$ cat src/rtl/ac_pkg.sv
// Shared constants and types for the Aho-Corasick matcher stages.
//   STATE_W     : width of an automaton state
//   POS_W       : width of the character position counter
//   DROP_W      : width of the dropped-report counter
//   match_rpt_t : one match report, {state, pos}
package ac_pkg;

    localparam int unsigned STATE_W = 8;
    localparam int unsigned POS_W   = 16;
    localparam int unsigned DROP_W  = 8;

    typedef struct packed {
        logic [STATE_W-1:0] state;
        logic [POS_W-1:0]   pos;
    } match_rpt_t;

endpackage

$ cat src/rtl/match_fifo.sv
// Synchronous FIFO of match reports built on a register array.
//   clk       : clock, rising edge
//   rst_n     : synchronous active-low reset
//   push      : write push_data (accepted when not full, or when full and popping)
//   pop       : remove head entry (ignored when empty)
//   push_data : report to enqueue
//   full      : DEPTH entries held
//   empty     : registered, no entries held
//   count     : entries held, 0..DEPTH
//   head      : registered head entry; holds its last value when empty
module match_fifo
    import ac_pkg::*;
#(
    parameter int unsigned DEPTH  = 16,
    parameter int unsigned ADDR_W = 4
) (
    input  logic              clk,
    input  logic              rst_n,
    input  logic              push,
    input  logic              pop,
    input  match_rpt_t        push_data,
    output logic              full,
    output logic              empty,
    output logic [ADDR_W:0]   count,
    output match_rpt_t        head
);

    localparam logic [ADDR_W-1:0] PtrOne  = 1;
    localparam logic [ADDR_W:0]   CntOne  = 1;
    localparam logic [ADDR_W:0]   CntFull = (ADDR_W+1)'(DEPTH);

    match_rpt_t        mem [DEPTH];
    logic [ADDR_W-1:0] wr_ptr_q, wr_ptr_d;
    logic [ADDR_W-1:0] rd_ptr_q, rd_ptr_d;
    logic [ADDR_W:0]   count_q, count_d;
    logic              empty_q;
    match_rpt_t        head_q, head_d;
    logic              do_push, do_pop;

    always_comb begin
        do_pop   = pop && (count_q != '0);
        do_push  = push && ((count_q != CntFull) || do_pop);
        wr_ptr_d = do_push ? wr_ptr_q + PtrOne : wr_ptr_q;
        rd_ptr_d = do_pop  ? rd_ptr_q + PtrOne : rd_ptr_q;
        count_d  = count_q;
        unique case ({do_push, do_pop})
            2'b10:   count_d = count_q + CntOne;
            2'b01:   count_d = count_q - CntOne;
            default: count_d = count_q;
        endcase
        // Head is registered, so forward the entry being written this cycle
        // when it lands in the slot that becomes the head.
        head_d = head_q;
        if (count_d != '0) begin
            if (do_push && (wr_ptr_q == rd_ptr_d)) begin
                head_d = push_data;
            end else begin
                head_d = mem[rd_ptr_d];
            end
        end
    end

    always_ff @(posedge clk) begin
        if (do_push) begin
            mem[wr_ptr_q] <= push_data;
        end
    end

    always_ff @(posedge clk) begin
        if (!rst_n) begin
            wr_ptr_q <= '0;
            rd_ptr_q <= '0;
            count_q  <= '0;
            empty_q  <= 1'b1;
            head_q   <= '0;
        end else begin
            wr_ptr_q <= wr_ptr_d;
            rd_ptr_q <= rd_ptr_d;
            count_q  <= count_d;
            empty_q  <= (count_d == '0);
            head_q   <= head_d;
        end
    end

    assign full  = (count_q == CntFull);
    assign empty = empty_q;
    assign count = count_q;
    assign head  = head_q;

endmodule

$ cat src/rtl/match_report_queue.sv
// Captures matched states from the MATCH stage, tags each with the position of
// the character that produced it, queues the reports and hands them to the host.
//   CLK, RST      : clock and synchronous active-low reset
//   CHAR_EN       : one input character accepted this cycle
//   MATCH_EN      : match strobe; MATCH_STATE is the matched state
//   OUT_VALID     : head report available
//   OUT_READY     : host consumes head report
//   OUT_STATE/POS : head report
//   COUNT         : entries held
//   OVERFLOW      : sticky, some report was dropped
//   DROP_CNT      : dropped reports, saturating
//   CLR_OVF       : clears OVERFLOW and DROP_CNT
module match_report_queue
    import ac_pkg::*;
#(
    parameter int unsigned DEPTH   = 16,
    parameter int unsigned ADDR_W  = 4,
    parameter int unsigned LAT_ADJ = 2
) (
    input  logic               CLK,
    input  logic               RST,
    input  logic               CHAR_EN,
    input  logic               MATCH_EN,
    input  logic [STATE_W-1:0] MATCH_STATE,
    output logic               OUT_VALID,
    input  logic               OUT_READY,
    output logic [STATE_W-1:0] OUT_STATE,
    output logic [POS_W-1:0]   OUT_POS,
    output logic [ADDR_W:0]    COUNT,
    output logic               OVERFLOW,
    output logic [DROP_W-1:0]  DROP_CNT,
    input  logic               CLR_OVF
);

    localparam logic [POS_W-1:0]  PosOne  = 1;
    localparam logic [POS_W-1:0]  LatAdj  = POS_W'(LAT_ADJ);
    localparam logic [DROP_W-1:0] DropOne = 1;
    localparam logic [DROP_W-1:0] DropMax = '1;

    logic [POS_W-1:0]  char_cnt_q, char_cnt_d;
    logic              overflow_q, overflow_d;
    logic [DROP_W-1:0] drop_cnt_q, drop_cnt_d;
    logic              full, empty;
    logic              pop, push, drop;
    match_rpt_t        rpt_in, head;

    always_comb begin
        pop  = !empty && OUT_READY;
        push = MATCH_EN && (!full || pop);
        drop = MATCH_EN && full && !pop;

        // The match strobe trails the character by LAT_ADJ cycles.
        rpt_in.state = MATCH_STATE;
        rpt_in.pos   = char_cnt_q - LatAdj;

        char_cnt_d = CHAR_EN ? char_cnt_q + PosOne : char_cnt_q;

        // A drop in the same cycle as a clear restarts the count at one.
        overflow_d = overflow_q;
        drop_cnt_d = drop_cnt_q;
        if (drop) begin
            overflow_d = 1'b1;
            if (CLR_OVF) begin
                drop_cnt_d = DropOne;
            end else if (drop_cnt_q != DropMax) begin
                drop_cnt_d = drop_cnt_q + DropOne;
            end
        end else if (CLR_OVF) begin
            overflow_d = 1'b0;
            drop_cnt_d = '0;
        end
    end

    always_ff @(posedge CLK) begin
        if (!RST) begin
            char_cnt_q <= '0;
            overflow_q <= 1'b0;
            drop_cnt_q <= '0;
        end else begin
            char_cnt_q <= char_cnt_d;
            overflow_q <= overflow_d;
            drop_cnt_q <= drop_cnt_d;
        end
    end

    match_fifo #(
        .DEPTH  (DEPTH),
        .ADDR_W (ADDR_W)
    ) u_fifo (
        .clk       (CLK),
        .rst_n     (RST),
        .push      (push),
        .pop       (pop),
        .push_data (rpt_in),
        .full      (full),
        .empty     (empty),
        .count     (COUNT),
        .head      (head)
    );

    assign OUT_VALID = !empty;
    assign OUT_STATE = head.state;
    assign OUT_POS   = head.pos;
    assign OVERFLOW  = overflow_q;
    assign DROP_CNT  = drop_cnt_q;

endmodule

$ cat config.mk
export PLATFORM = sky130hd
export DESIGN_NAME = match_report_queue
export DESIGN_NICKNAME = d
export VERILOG_FILES = /design/src/rtl/ac_pkg.sv /design/src/rtl/match_fifo.sv /design/src/rtl/match_report_queue.sv
export SDC_FILE = /design/constraint.sdc
export NUM_CORES = 1
export LEC_CHECK = 0
export ABC_CLOCK_PERIOD_IN_PS = 3700
export CAP_MARGIN = 20
export CORE_UTILIZATION = 40
export DETAILED_ROUTE_END_ITERATION = 10
export SETUP_SLACK_MARGIN = 0.05
export SKIP_LAST_GASP = 1
export SLEW_MARGIN = 20
export SYNTH_ARGS = -nofsm -noshare
export SYNTH_HDL_FRONTEND = slang
export SYNTH_SLANG_ARGS = --single-unit
$ cat constraint.sdc
create_clock -name CLK -period 3.7 [get_ports CLK]
set_input_delay 0.74 -clock CLK [delete_from_list [all_inputs] [get_ports CLK]]
set_output_delay 0.74 -clock CLK [all_outputs]
set_load 0.005 [all_outputs]
## After elaboration in Yosys (flattened, before gate mapping)

Memories as Yosys holds them, arrays and structs flattened. A register that Yosys moved wholly into a read port is not among the register bits.
Cells that the tools add are included.

| word-level totals | value |
|---|---|
| bits in registers | 39 |
| RAM bits | 384 |
| input port bits | 14 |
| memories | 1 |

Memories:

| name | words | bits a word | rd ports | clocked after memory_dff | wr ports | RTL line | RTL |
|---|---|---|---|---|---|---|---|
| u_fifo.mem | 16 | 24 | 1 | 1 | 1 | match_fifo.sv:32 | `match_rpt_t mem [DEPTH];` |

| operators by class | value |
|---|---|
| add/subtract/negate cells | 7 |
| equality and inequality tests | 5 |
| muxes and demuxes | 10 |
| reduce and logical (&&, ||, !) cells | 18 |

Operators by type and width:

| cell | number |
|---|---|
| 8-bit 2-to-1 mux | 4 |
| 16-bit by 1-bit adder with 16-bit output, second input constant | 1 |
| 16-bit by 2-bit subtractor with 16-bit output, second input constant | 1 |
| 5-bit case mux with 2 select lines | 1 |
| 5-bit nonzero test | 2 |
| 4-bit by 1-bit adder with 4-bit output, second input constant | 2 |
| 8-bit by 1-bit adder with 8-bit output, second input constant | 1 |
| 8-bit != test, second input constant | 1 |
| 1-bit logical AND | 6 |
| 5-bit by 1-bit adder with 5-bit output, second input constant | 1 |
| 5-bit == test, second input constant | 1 |
| 5-bit zero test | 1 |
| 5-bit != test, second input constant | 1 |
| 5-bit by 1-bit subtractor with 5-bit output, second input constant | 1 |
| 1-bit zero test | 4 |
| 1-bit 2-to-1 mux | 4 |
| 4-bit 2-to-1 mux | 1 |
| 2-bit nonzero test | 2 |
| 2-bit by 1-bit == test with 1-bit output, second input constant | 1 |
| 2-bit == test, second input constant | 1 |
| 1-bit logical OR | 2 |
| 2-bit AND reduction | 1 |

## Logic depth before layout (Yosys ltp)

Gate-level depths: netlist of run 1.

| logic depth | value |
|---|---|
| depth after elaboration | 8 |
| gate-level depth with buffers | 17 |
| mapped depth without buffers | 14 |

## Cells and area by module

From an unflattened synthesis of run 1, not the netlist that was laid out.

| unflattened totals | value |
|---|---|
| cells, all modules | 1560 |
| area total of the unflattened synthesis | 21340.5 µm² |

Modules (own cells, without submodules):

| module | times used | cells an instance | area each (µm²) | sequential area each (µm²) |
|---|---|---|---|---|
| match_fifo | 1 | 1376 | 19736.4 | 12291.8 |
| match_report_queue | 1 | 184 | 1604.0 | 500.5 |

## Worst setup path before layout of run 1

No wires, ideal clock.

| timing | value |
|---|---|
| path type | input -> register |
| from | input port OUT_READY |
| to | register, netlist name u_fifo.head[2] |
| setup time | 61 ps |
| arrival | 3651 ps |
| required time | 3639 ps |
| setup slack | -12 ps |
| stages on the path | 15 |
| buffers on the path | 2 |
| cell sequence | nand2b_1 > a31oi_1 > inv_1 > ha_1 > clkbuf_1 > xor2_1 > ha_1 > a21oi_1 > xor2_1 > nor2_1 > xnor2_1 > nand2_1 > nor4b_2 > clkbuf_1 > a32o_1 |

| between the ends | value |
|---|---|
| word-level cells in the longest chain between the ends | 7 |

RTL lines:

| element | RTL line | RTL |
|---|---|---|
| from (decl) | match_report_queue.sv:26 | `input logic OUT_READY,` |
| 1-bit logical AND * | match_report_queue.sv:48 | `pop = !empty && OUT_READY;` |
| 1-bit logical OR / 1-bit logical AND (equally long branches) | match_report_queue.sv:49, match_fifo.sv:41 |  |
| 1-bit logical AND / 1-bit logical OR (equally long branches) | match_report_queue.sv:49, match_fifo.sv:42 |  |
| 1-bit logical AND | match_fifo.sv:42 | `do_push = push && ((count_q != CntFull) \|\| do_pop);` |
| 2-bit by 1-bit == test with 1-bit output / 2-bit == test (equally long branches) | match_fifo.sv:46 | `unique case ({do_push, do_pop})` |
| 5-bit case mux with 2 select lines | match_fifo.sv:46 |  |
| 5-bit nonzero test | match_fifo.sv:54 | `if (count_d != '0) begin` |

Every way passes the cells marked *; elsewhere a longest branch is shown, timed or not.
A chain may end at the register's enable or synchronous reset.

## Worst setup path in the final report of run 1

| timing | value |
|---|---|
| from | register u_fifo.count_q[3] (netlist: u_fifo.count[3]) |
| to | register, netlist name u_fifo.head[19] |

| between the ends | value |
|---|---|
| word-level cells in the longest chain between the ends | 8 |

RTL lines:

| element | RTL line | RTL |
|---|---|---|
| from (decl) | match_fifo.sv:35 | `logic [ADDR_W:0] count_q, count_d;` |
| from (signal assigned) | match_fifo.sv:79 | `count_q <= count_d;` |
| 5-bit == test | match_fifo.sv:85 | `assign full = (count_q == CntFull);` |
| 1-bit zero test | match_report_queue.sv:49 | `push = MATCH_EN && (!full \|\| pop);` |
| 1-bit logical OR | match_report_queue.sv:49 |  |
| 1-bit logical AND | match_report_queue.sv:49 |  |
| 1-bit logical AND | match_fifo.sv:42 |  |
| 2-bit by 1-bit == test with 1-bit output / 2-bit == test (equally long branches) | match_fifo.sv:46 |  |
| 5-bit case mux with 2 select lines | match_fifo.sv:46 |  |
| 5-bit nonzero test | match_fifo.sv:54 |  |

Several ways; a longest one is shown, not always the timed one.

==> flow_summary.json, run 1 <==
{
  "clk_latency_ps": 590,
  "hold_viol": 0,
  "p_leak_nw": 7.40,
  "ctsHoldBuffers": 0,
  "clock_sinks": 447,
  "cts_resized": 0,
  "die_y_um": 221,
  "final_core_util_pct": 47.8,
  "area_growth_pct": 18.2,
  "synth_seq_cells": 447,
  "nNetsFinal": 1558,
  "firstDrtPassIters": 5,
  "ys.flop_type": "edfxtp_1",
  "synth_fp_nets": 1488,
  "rsz0062_at_grt": "false",
  "io_pins": 53,
  "die_w_um": 221,
  "finClkSkew_ps": 24.4,
  "grt_pass1_vias": 13380,
  "place_hpwl_um": 30800,
  "path_class": "register to register",
  "cts_made_buffers": 47,
  "start_util_pct": 40.4,
  "grtUsageTotal_pct": 22.3,
  "stdcell_area_sq_mm": 0.0228,
  "layout-drive-gt1-share_pct": 12.2,
  "fmax_mhz": 304,
  "die-area_sq_mm": 0.0490,
  "core_area_sq_mm": 0.0476,
  "layout_common_cells": "384 x edfxtp_1, 167 x o221ai_1, 164 x nand2_1, 71 x o21ai_0, 62 x dfxtp_1",
  "cp.required_ps": 4220,
  "gp_congestion": 0.800,
  "power_density_mw_per_mm2": 606,
  "ant_nets": 0,
  "crit_chain": "or4_4 > o21ai_4 > inv_4 > ha_1 > xor2_1 > ha_1 > a21o_1 > nand2_1 > a21o_1 > a31oi_1 > xnor2_1 > o31a_1 > buf_12 > buf_12 > o21ai_0 > o21ai_1",
  "postCtsSetupBuffers": 0,
  "start_kind": "register",
  "crit_fanout": 13,
  "htreeDepth": 2,
  "tightestPinTransition_ps": 985,
  "clockRootBuffer": "clkbuf_16",
  "final_common_cell": "edfxtp_1",
  "placed_area_sq_mm": 0.0213,
  "finalSetupViolations": 0,
  "slew_violations": 0,
  "min_path_type": "register to register",
  "grt_max_degree": 81,
  "n_fill_cell": 4161,
  "grt_pass1_wl_um": 82800,
  "seq_area_frac_synth_pct": 66.4,
  "worst-path-buf-inv": 3,
  "rows": 80,
  "arrival_ps": 3810,
  "power_mw": 13.8,
  "crit_family": "compound AO/OA/AOI/OAI gates",
  "clk_path_buf_depth": 3,
  "synthTopCellsByArea": "edfxtp_1 60%, o221ai_1 7.6%, dfxtp_1 6.5%",
  "synth_cell_types": 54,
  "clkTransAtPathRegs_ps": 60,
  "ys_async_sr_fraction_pct": 0,
  "io_buffers": 52,
  "routed-via-count": 13479,
  "syn_area_per_cell_sq_um": 13.2,
  "layoutNonFillerInstCount": 2186,
  "antenna_found_initial": 0,
  "dp.cells": 2098,
  "drt-initial-drc-count": 1484,
  "slowest_stage": "or4_4",
  "peakVddDrop_mv": 0.352,
  "syn_inst": 1462,
  "route.detailed.drc": 0,
  "cts_tree": "yes",
  "fin_crit_ps": 3290,
  "cap_violations": 0,
  "synth_edf_count": 384,
  "via_per_inst": 6.17,
  "status": "completed",
  "drt-wirelength-per-cell_um": 25.0,
  "overflow": 0,
  "wirelength_um": 54700,
  "synth_top_area_share_pct": 59.9,
  "syn-cell-area_sq_mm": 0.0193,
  "max_stage_delay_ps": 560,
  "n_antenna_cell": 0,
  "min_period_over_period_pct": 89.0,
  "critPathCaptureType": "register",
  "yosysWarningCount": 0,
  "relSlewSlack_pct": 34.3,
  "yosysTopAreaCell": "edfxtp_1"
}
-- per-stage QoR --
stage	setup slack, ps	TNS [ps]	hold slack, ps
after global routing	175	0	474
after floorplan	91.9	0	443
final	408	0	454
after global placement	-17.9	-143	454
after detailed placement	-92.2	-1070	450
after CTS	400	0	457
-- cells in the mapped netlist (2+ instances only) --
cell,instances
a21o_1,2
o2111ai_1,2
a22o_1,2
clkbuf_1,87
o21ai_0,71
and2_1,25
buf_2,23
and3_1,10
o221ai_1,167
a221oi_1,4
dfxtp_1,63
a31oi_1,3
nand3_1,36
o211ai_1,22
a21oi_1,26
edfxtp_1,384
nor3_1,7
nor4_1,3
o21ai_1,20
a32oi_1,46
nor2_1,56
nand3b_1,3
o31ai_1,3
a22oi_1,24
buf_4,5
nand2b_1,8
inv_1,12
a32o_1,3
and4_1,20
mux2i_1,51
xnor2_1,33
nand2_1,165
nor2b_1,12
nand4_1,12
ha_1,12
xor2_1,18
buf_1,5
-- state kept, by name (all words and copies together), names as in the netlist --
name             flops
u_fifo.wr_ptr_q      4
u_fifo.head         24
OVERFLOW             1
char_cnt_q          16
u_fifo.rd_ptr_q      4
u_fifo.empty         1
DROP_CNT             8
u_fifo.mem         384
u_fifo.count         5
-- worst paths after layout --
| kind | end | cells past startpoint | start | slack [ps] |
|---|---|---|---|---|
| max reg2reg | u_fifo.head[19] | 16 | u_fifo.count[3] | 410 |
| max | u_fifo.head[19] | 16 | u_fifo.count[3] | 410 |
| min reg2reg | u_fifo.head[17] | 2 | u_fifo.head[17] | 450 |
| min | u_fifo.head[17] | 2 | u_fifo.head[17] | 450 |
-- report_power, final --
| part | internal [mW] | total (mW) | switching, mW |
|---|---|---|---|
| sequential | 5.72 | 5.94 | 0.213 |
| clock | 2.60 | 4.58 | 1.98 |
| combinational | 1.42 | 3.28 | 1.87 |
| total | 9.74 | 13.8 | 4.06 |
-- cell type report --
| cell class | count | area [sq um] | area share [%] |
|---|---|---|---|
| tap | 615 | 769 | 3.38 |
| inverter | 13 | 51.3 | 0.225 |
| multi-input combinational | 881 | 6100 | 26.8 |
| sequential | 447 | 12800 | 56.2 |
| timing repair buffer | 142 | 1560 | 6.85 |
| clock buffer | 65 | 1290 | 5.68 |
| clock inverter | 23 | 200 | 0.879 |
-- worst reg2reg max path: stages (launching register included) --
cell	delay, ps
dfxtp_1	380
or4_4	560
o21ai_4	180
inv_4	40
ha_1	200
xor2_1	150
ha_1	210
a21o_1	190
nand2_1	60
a21o_1	110
a31oi_1	80
xnor2_1	320
o31a_1	240
buf_12	160
buf_12	130
o21ai_0	80
o21ai_1	140
-- logic make-up after synthesis --
group                    count (synthesis)  share of synthesized area (%)
multiplexers                            51                           2.65
flip-flops                             447                           66.4
XOR/XNOR                                53                           2.55
AND/OR/NAND/NOR                        364                           9.07
adder cells (fa/ha/maj)                 12                          0.779
AO/OA/AOI/OAI                          401                           15.6
buffers and inverters                  134                           2.91
-- layer usage --
metal	vias up	GRT usage (%)	wire length, um
met5	-	0	0
met4	0	6.23	1280
met3	87	3.57	4510
met2	639	35.1	25100
met1	6790	32.0	23900
li1	5963	-	-
Power figures use the tool's default switching activity.
==> inputs of run 2 (changes only) <==
--- a/config.mk
+++ b/config.mk
@@ -6,7 +6,8 @@
 export NUM_CORES = 1
 export LEC_CHECK = 0
 export ABC_CLOCK_PERIOD_IN_PS = 3700
-export CAP_MARGIN = 20
+export CAP_MARGIN = 10
+export CORE_ASPECT_RATIO = 0.7
 export CORE_UTILIZATION = 40
 export DETAILED_ROUTE_END_ITERATION = 10
 export SETUP_SLACK_MARGIN = 0.05
==> flow_summary.json, run 2 (same netlist as run 1, synthesis figures left out) <==
{
  "clock_sinks": 447,
  "arrival_ps": 3960,
  "worstHoldEndpoint": "u_fifo.head[21]",
  "finClkSkew_ps": 28.8,
  "critPathCaptureType": "register",
  "final_common_cell": "edfxtp_1",
  "netSwitchingPower_mw": 3.97,
  "io_pins": 53,
  "clkTransAtPathRegs_ps": 70,
  "grt_pass1_vias": 12834,
  "wirelength_um": 54600,
  "cp-startpoint": "u_fifo.count[3]",
  "grt_max_degree": 87,
  "nNetsFinal": 1554,
  "min_from": "u_fifo.head[21]",
  "worst-path-buf-inv": 3,
  "drt-wirelength-per-cell_um": 25.1,
  "fin_ws_ps": 197,
  "swShare_pct": 29.6,
  "rows": 66,
  "ant_nets": 0,
  "status": "completed",
  "grt_pass1_wl_um": 81700,
  "routed-via-count": 13426,
  "combPwrFrac_pct": 24.4,
  "layout-drive-gt1-share_pct": 11.9,
  "hold_viol": 0,
  "clockRootBuffer": "clkbuf_16",
  "p_leak_nw": 7.33,
  "io_buffers": 52,
  "via_per_inst": 6.17,
  "power_frac_seq_pct": 44.1,
  "drt-initial-drc-count": 1584,
  "reg2reg_from": "u_fifo.count[3]",
  "start_kind": "register",
  "clk_latency_ps": 560,
  "crit_fanout": 16,
  "rsz0062_at_grt": "false",
  "crit_chain": "or4_4 > o21ai_4 > inv_4 > buf_4 > ha_1 > nor2b_1 > a22o_1 > o21bai_1 > xor2_1 > nand2_1 > o31a_1 > buf_12 > o21a_1 > a22o_1",
  "path_class": "register to register",
  "layout_common_cells": "384 x edfxtp_1, 167 x o221ai_1, 164 x nand2_1, 71 x o21ai_0, 62 x dfxtp_1",
  "slew_violations": 0,
  "cap_violations": 0,
  "die_y_um": 186,
  "antenna_found_initial": 2,
  "pre_cts_ws_ps": -242,
  "hold_depth": 2,
  "min_period_over_period_pct": 94.7,
  "die-area_sq_mm": 0.0491,
  "p_clk_share_pct": 31.5,
  "n_fill_cell": 4032,
  "overflow": 0,
  "slowest_stage": "or4_4",
  "seqCellArea_sq_mm": 0.0128,
  "fmax_mhz": 285,
  "fin_crit_ps": 3500,
  "htreeDepth": 2,
  "start_util_pct": 41.0,
  "power.internal_mw": 9.46,
  "cts_made_buffers": 44,
  "largest_register": "u_fifo.mem",
  "crit_family": "compound AO/OA/AOI/OAI gates",
  "n_antenna_cell": 0,
  "tightestPinTransition_ps": 1080,
  "largest_register_ff_count": 384,
  "max_stage_delay_ps": 560,
  "firstDrtPassIters": 5,
  "cpMostUsedCell": "a22o_1",
  "worstReg2RegEnd": "u_fifo.head[16]",
  "multi_input_area_sq_mm": 0.00610,
  "layoutNonFillerInstCount": 2175,
  "die_w_um": 264,
  "clk_path_buf_depth": 3,
  "min_path_type": "register to register",
  "relSlewSlack_pct": 27.7,
  "ff2ff_path_depth": 14,
  "gp_congestion": 0.810,
  "r2r_slack_ps": 200,
  "cts_tree": "yes",
  "dp.cells": 2094,
  "ctsHoldBuffers": 0,
  "grtUsageTotal_pct": 22.2,
  "cp.required_ps": 4150,
  "peakVddDrop_mv": 0.274,
  "area_growth_pct": 17.7,
  "power_density_mw_per_mm2": 593,
  "place_hpwl_um": 31700,
  "finalSetupViolations": 0,
  "core_area_sq_mm": 0.0470,
  "route.detailed.drc": 0
}
## run 2: routing by layer
metal / routed length, um / track usage [%] / part of all wire, %
met1: 25500 / 33.4 / 47
met2: 23800 / 33.4 / 44
met3: 4440 / 3.84 / 8.1
met4: 759 / 4.74 / 1.4
met5: 0 / 0 / 0
## run 2: worst max-delay path by stage
stage,to,cells after the start,slack [ps]
5_1_grt,u_fifo.head[16],14,60
4_1_cts,u_fifo.head[16],15,230
3_5_place_dp,u_fifo.head[16],16,-240
3_3_place_gp,u_fifo.head[8],17,-110
2_1_floorplan,u_fifo.head[2],16,90
6_report,u_fifo.head[16],14,200
## run 2: worst register-to-register path, delay by kind of cell, from the launching register on
| family | cells | cell delay (ps) |
|---|---|---|
| AOI/OAI and AO/OA | 6 | 1300 |
| and+or+nand+nor | 3 | 850 |
| buffers and inverters | 3 | 430 |
| DFF | 1 | 390 |
| adders and majority gates | 1 | 250 |
| xor gates and xnor gates | 1 | 200 |
## run 2: metrics by stage
stage               power, mW  setup TNS (ps)  cell area [sq um]  hold WS (ps)  utilization (%)
global placement         9.22           -1780              21300           464             45.4
finish                   13.4               0              22700           470             48.2
CTS                      13.5               0              22700           474             48.2
floorplan                7.88               0              19300           443                -
detailed placement       9.27           -3550              21300           466             45.4
global route             14.0               0              22700           484             48.2
## run 2: area by class of cell
cell class | instances | share of cell area (%)
Sequential cell | 447 | 56.5
Tap cell | 612 | 3.38
Clock inverter | 12 | 0.353
Clock buffer | 69 | 5.58
Inverter | 13 | 0.226
Multi-Input combinational cell | 881 | 26.9
Timing Repair Buffer | 141 | 7.07
## run 2: repair_timing
action / 4_1_cts / 5_1_grt
gates resized for setup: 0 / 2
setup buffers: 0 / 0
setup endpoints to repair: 0 / 1
## run 2: power groups by stage
stage	clock network (mW)	logic (mW)	registers, mW
after floorplan	0	1.94	5.94
after global placement	0	3.19	6.03
after detailed placement	0	3.24	6.04
after CTS	4.31	3.25	5.93
after global routing	4.52	3.54	5.94
final	4.23	3.27	5.93
